## config.mk

```make
export PLATFORM = sky130hd
export DESIGN_NAME = io_port
export DESIGN_NICKNAME = d
export VERILOG_FILES = /design/src/rtl/io_port.sv
export SDC_FILE = /design/constraint.sdc
export NUM_CORES = 1
export LEC_CHECK = 0
export ABC_AREA = 1
export BUFFER_PORTS_ARGS = -buffer_cell sky130_fd_sc_hd__buf_2
export CAP_MARGIN = 20
export CORE_MARGIN = 2
export CORE_UTILIZATION = 35
export CTS_CLUSTER_DIAMETER = 60
export DETAILED_ROUTE_END_ITERATION = 10
export PLACE_DENSITY_LB_ADDON = 0.12
export SETUP_SLACK_MARGIN = 0.5
export SLEW_MARGIN = 20
export SYNTH_ARGS = -nofsm -noshare
export SYNTH_HDL_FRONTEND = slang
export SYNTH_SLANG_ARGS = --single-unit
```

## constraint.sdc

```tcl
create_clock -name clk -period 1.1 [get_ports clk]
set_input_delay 0.22 -clock clk [delete_from_list [all_inputs] [get_ports clk]]
set_output_delay 0.22 -clock clk [all_outputs]
set_load 0.05 [all_outputs]
```

## src/rtl/io_port.sv

```systemverilog
// io_port: register-mapped switch/LED peripheral.
// Switch inputs are synchronised and debounced per bit. Every accepted edge,
// rising or falling, latches into a per-bit event register that can raise irq.
// Ports:
//   clk, clr       clock, asynchronous active-low reset
//   swiches        raw asynchronous switch levels
//   leds           LED drive (LED register)
//   addr/wr_en/wdata/rd_en   register bus: 0 SW, 1 LED, 2 IEN, 3 EVT (W1C)
//   rdata/rvalid   read response, one cycle after rd_en
//   irq            |(EVT & IEN)
module io_port #(
    parameter int unsigned WIDTH           = 8,
    parameter int unsigned SYNC_STAGES     = 2,
    parameter int unsigned DEBOUNCE_CYCLES = 4
) (
    input  logic             clk,
    input  logic             clr,
    input  logic [WIDTH-1:0] swiches,
    output logic [WIDTH-1:0] leds,
    input  logic [1:0]       addr,
    input  logic             wr_en,
    input  logic [WIDTH-1:0] wdata,
    input  logic             rd_en,
    output logic [WIDTH-1:0] rdata,
    output logic             rvalid,
    output logic             irq
);

    localparam int unsigned CW     = $clog2(DEBOUNCE_CYCLES + 1);
    localparam logic [1:0]  A_SW   = 2'd0;
    localparam logic [1:0]  A_LED  = 2'd1;
    localparam logic [1:0]  A_IEN  = 2'd2;
    localparam logic [1:0]  A_EVT  = 2'd3;

    logic [WIDTH-1:0] r_sync [SYNC_STAGES];
    logic [CW-1:0]    r_cnt  [WIDTH];
    logic [WIDTH-1:0] r_db;
    logic [WIDTH-1:0] r_led;
    logic [WIDTH-1:0] r_ien;
    logic [WIDTH-1:0] r_evt;
    logic [WIDTH-1:0] r_rdata;
    logic             r_rvalid;
    logic             r_irq;

    logic [WIDTH-1:0] w_s;
    logic [CW-1:0]    w_cnt_nxt [WIDTH];
    logic [WIDTH-1:0] w_db_nxt;
    logic [WIDTH-1:0] w_edge;
    logic [WIDTH-1:0] w_led_nxt;
    logic [WIDTH-1:0] w_ien_nxt;
    logic [WIDTH-1:0] w_evt_nxt;
    logic [WIDTH-1:0] w_rd_mux;

    assign w_s    = r_sync[SYNC_STAGES-1];
    assign leds   = r_led;
    assign rdata  = r_rdata;
    assign rvalid = r_rvalid;
    assign irq    = r_irq;

    // Input synchroniser chain, one per bit (all bits share the vector stages).
    always_ff @(posedge clk or negedge clr) begin
        if (!clr) begin
            for (int i = 0; i < SYNC_STAGES; i++) r_sync[i] <= '0;
        end else begin
            r_sync[0] <= swiches;
            for (int i = 1; i < SYNC_STAGES; i++) r_sync[i] <= r_sync[i-1];
        end
    end

    // Debounce: count consecutive cycles the synchronised level differs from db;
    // the count that would reach DEBOUNCE_CYCLES accepts the level and flags an edge.
    always_comb begin
        w_db_nxt = r_db;
        w_edge   = '0;
        for (int i = 0; i < WIDTH; i++) begin
            w_cnt_nxt[i] = '0;
            if (w_s[i] != r_db[i]) begin
                if (r_cnt[i] == CW'(DEBOUNCE_CYCLES - 1)) begin
                    w_db_nxt[i] = w_s[i];
                    w_edge[i]   = 1'b1;
                end else begin
                    w_cnt_nxt[i] = r_cnt[i] + CW'(1);
                end
            end
        end
    end

    // Register writes; a new edge overrides a same-cycle W1C on its EVT bit.
    always_comb begin
        w_led_nxt = r_led;
        w_ien_nxt = r_ien;
        w_evt_nxt = r_evt;
        if (wr_en) begin
            case (addr)
                A_LED:   w_led_nxt = wdata;
                A_IEN:   w_ien_nxt = wdata;
                A_EVT:   w_evt_nxt = r_evt & ~wdata;
                default: ;
            endcase
        end
        w_evt_nxt = w_evt_nxt | w_edge;
    end

    // Read mux sees pre-write, pre-event register values.
    always_comb begin
        w_rd_mux = '0;
        case (addr)
            A_SW:    w_rd_mux = r_db;
            A_LED:   w_rd_mux = r_led;
            A_IEN:   w_rd_mux = r_ien;
            A_EVT:   w_rd_mux = r_evt;
            default: w_rd_mux = '0;
        endcase
    end

    // State registers; irq is built from next-state values so it tracks EVT/IEN on the same edge.
    always_ff @(posedge clk or negedge clr) begin
        if (!clr) begin
            for (int i = 0; i < WIDTH; i++) r_cnt[i] <= '0;
            r_db     <= '0;
            r_led    <= '0;
            r_ien    <= '0;
            r_evt    <= '0;
            r_rdata  <= '0;
            r_rvalid <= 1'b0;
            r_irq    <= 1'b0;
        end else begin
            for (int i = 0; i < WIDTH; i++) r_cnt[i] <= w_cnt_nxt[i];
            r_db     <= w_db_nxt;
            r_led    <= w_led_nxt;
            r_ien    <= w_ien_nxt;
            r_evt    <= w_evt_nxt;
            r_rvalid <= rd_en;
            if (rd_en) r_rdata <= w_rd_mux;
            r_irq    <= |(w_evt_nxt & w_ien_nxt);
        end
    end

endmodule

```

==> flow_summary.json <==
{
  "finalHoldViolations": 16,
  "synth_seq_cells": 82,
  "path_cells": "ha_2 -> inv_2 -> nor2_4 -> nand3_2 -> nand2_2 -> nand2_1 -> nand2_1 -> nor2_1 -> nand2_1",
  "crit_family": "simple AND/OR/NAND/NOR gates",
  "fin_skew_ps": 14.30,
  "antenna_found_initial": 0,
  "clk_pin_slew_ps": 90,
  "power.internal_mw": 7.398,
  "whs_ps": -263.3,
  "p_per_area_nw_per_um2": 2084,
  "synthCells": 353,
  "dieArea_um2": 10220,
  "diodes": 0,
  "synth_area_leaders": "dfrtp_1 62%, nand2_1 14%, o21ai_0 4.7%",
  "endpoint_kind": "register",
  "maxCapViolCount": 0,
  "initial_core_util": 0.3589,
  "h-tree-depth": 3,
  "max-vdd-ir-drop_mv": 0.9023,
  "dp.cells": 525,
  "worst_path_max_delay_cell": "dfrtp_1",
  "synth_edf_count": 0,
  "path_buf_inv": 1,
  "drive_gt1_frac": 0.5918,
  "cts_tree": "built",
  "start_kind": "register",
  "avgViaCountPerCell": 4.624,
  "routabilityCongestion": 0.7632,
  "clkPwrFrac": 0.218,
  "grt_pass1_wl_um": 13690,
  "fin_util": 0.5922,
  "yosys.area.top_type": "dfrtp_1",
  "area_delta_synth_final_pct": 65.01,
  "placement.io_buffers": 39,
  "path_max_fanout": 2,
  "hp-class": "primary input to asynchronous set/reset pin",
  "min_period_ps": 1189,
  "clkLatencyLatePin_ps": 360,
  "detail_route.wirelength_um": 8321,
  "combPwrFrac": 0.405,
  "postSynth.asyncResetShare": 1.000,
  "die_y_um": 101.1,
  "p_seq_frac": 0.376,
  "rows": 35,
  "worstPathArrival_ps": 1450,
  "synthesis.nets": 383,
  "io_pins": 40,
  "post-place-ws_ps": -421.3,
  "period_share": 1.081,
  "drc_errors": 0,
  "grt_max_degree": 34,
  "drtIter0Drc": 74,
  "max-clock-path-buffers": 2,
  "fmax_ghz": 0.8407,
  "sw_frac_of_total": 0.3481,
  "power.switching_mw": 3.951,
  "finalSetupViolCount": 33,
  "grt_pass1_vias": 2839,
  "cts_buffers": 9,
  "first_pass_iters": 4,
  "dr_total_vias": 2756,
  "final_antenna_net_count": 0,
  "worst-setup-path-type": "register to register",
  "final_common_cell": "nand2_1",
  "drv_slew": 0,
  "grt_overflow": 0,
  "synthAdderAreaFrac": 0.03033,
  "avgSynthCellArea_um2": 9.350,
  "slew_headroom": 0.7997,
  "synth_xor_area_frac": 0,
  "core_um2": 9196,
  "path_common_cell": "nand2_1",
  "clkSinkCount": 82,
  "final_nets": 511,
  "synth_top_area_frac": 0.6217,
  "violations": "hold timing, setup timing",
  "stdcell_count": 596,
  "total_power_mw": 11.35,
  "max_stage_delay_ps": 380,
  "status": "complete, but fails checks",
  "wl_per_cell_um": 13.96,
  "dp_hpwl_um": 5010,
  "track_usage": 0.1760,
  "ctsRootBufferMaster": "clkbuf_8",
  "critPathRequiredTime_ps": 1360,
  "synthMuxAreaShare": 0.01024,
  "synth_top_family_by_area": "simple AND/OR/NAND/NOR gates",
  "ys_types": 18,
  "worstMarginPinSlew_ps": 300.4,
  "leakage_nw": 2.644,
  "synth-main-ff-cell": "dfrtp_1",
  "rsz0062_at_grt": "yes",
  "worst_slack_ps": -89.46,
  "final_cell_mix": "73 x nand2_1, 65 x dfrtp_1, 53 x buf_6, 34 x nand2_2, 34 x buf_4",
  "ys_warn_count": 0,
  "synth-simple-area-share": 0.2278,
  "ys_seq_area_frac": 0.6217,
  "syn-cell-area_um2": 3301,
  "synth_compound_area_frac": 0.06065,
  "die_w_um": 101.1
}
cell families (layout without fill, tap and decap cells):
| family | Yosys count | count (layout) |
|---|---|---|
| flip-flops | 82 | 82 |
| AND/OR/NAND/NOR | 180 | 181 |
| buffers and inverters | 40 | 171 |
| adder cells (fa/ha/maj) | 8 | 8 |
| multiplexers | 3 | 3 |
| AO/OA/AOI/OAI | 40 | 40 |
per-stage QoR:
| stage | hold WS, ps | TNS, ps | area, um^2 |
|---|---|---|---|
| after floorplan | -75.59 | 0 | 3421 |
| after global placement | 124.4 | -5693 | 3981 |
| after detailed placement | 131.6 | -5356 | 3981 |
| after CTS | -275.7 | -1717 | 5056 |
| after global routing | -270.5 | -2901 | 5446 |
| final | -263.3 | -1513 | 5446 |
state kept, by name, summed over array words and instances (netlist names):
register,count
r_sync,8
r_ien,8
w_s,8
r_evt,8
rvalid,1
irq,1
r_db,8
rdata,8
leds,8
r_cnt,24
routing by layer:
layer / up-vias / GRT usage / part of all wire
met5: - / 0 / 0
met4: 0 / 0.05925 / 0.015
met3: 11 / 0.04369 / 0.032
met2: 36 / 0.2939 / 0.52
met1: 1322 / 0.2246 / 0.43
li1: 1387 / - / -
repair_timing:
item | in CTS | in global routing
setup endpoints to repair | 83 | 84
resized for setup | 151 | 72
hold buffers | 7 | 1
gates cloned | 2 | 0
buffers inserted | 31 | 15
pin swaps | 43 | 32
hold endpoints to repair | 24 | 17
path summary, 6_finish.rpt:
kind,endpoint,depth (start not counted),slack (ps),startpoint
min,w_s[6],1,-260,clr
min reg2reg,w_s[2],0,350,r_sync[10]
min in group clk,rvalid,1,30,rd_en
max,irq,9,-90,r_cnt[10]
max in group asynchronous,rdata[0],2,870,clr
max reg2reg,irq,9,-90,r_cnt[10]
synth_stat cells, types with 3 or more instances:
| cell type | instances |
|---|---|
| nor2_1 | 22 |
| a21oi_1 | 6 |
| buf_4 | 3 |
| nor3b_1 | 7 |
| nand3_1 | 19 |
| mux2_2 | 3 |
| inv_1 | 35 |
| nand2_1 | 121 |
| nor3_1 | 8 |
| o21ai_0 | 31 |
| o21ai_1 | 3 |
| ha_1 | 8 |
| dfrtp_1 | 82 |
final cells by class:
class                           instances  area (um^2)
Timing Repair Buffer                  121         1172
Multi-Input combinational cell        232         1693
Fill cell                             781         3750
Clock buffer                           10        137.6
Tap cell                              111        138.9
Sequential cell                        82         2073
Inverter                               35        145.1
Clock inverter                          5        86.33
power by group through the flow:
stage               clock network [mW]  registers, mW  logic [mW]
floorplan                            0           4.68        1.38
global placement                     0           4.25        2.68
detailed placement                   0           4.26        2.74
CTS                               2.55           4.24        3.96
global route                      2.67           4.36        5.00
finish                            2.48           4.27        4.60
Power figures use the tool's default switching activity.
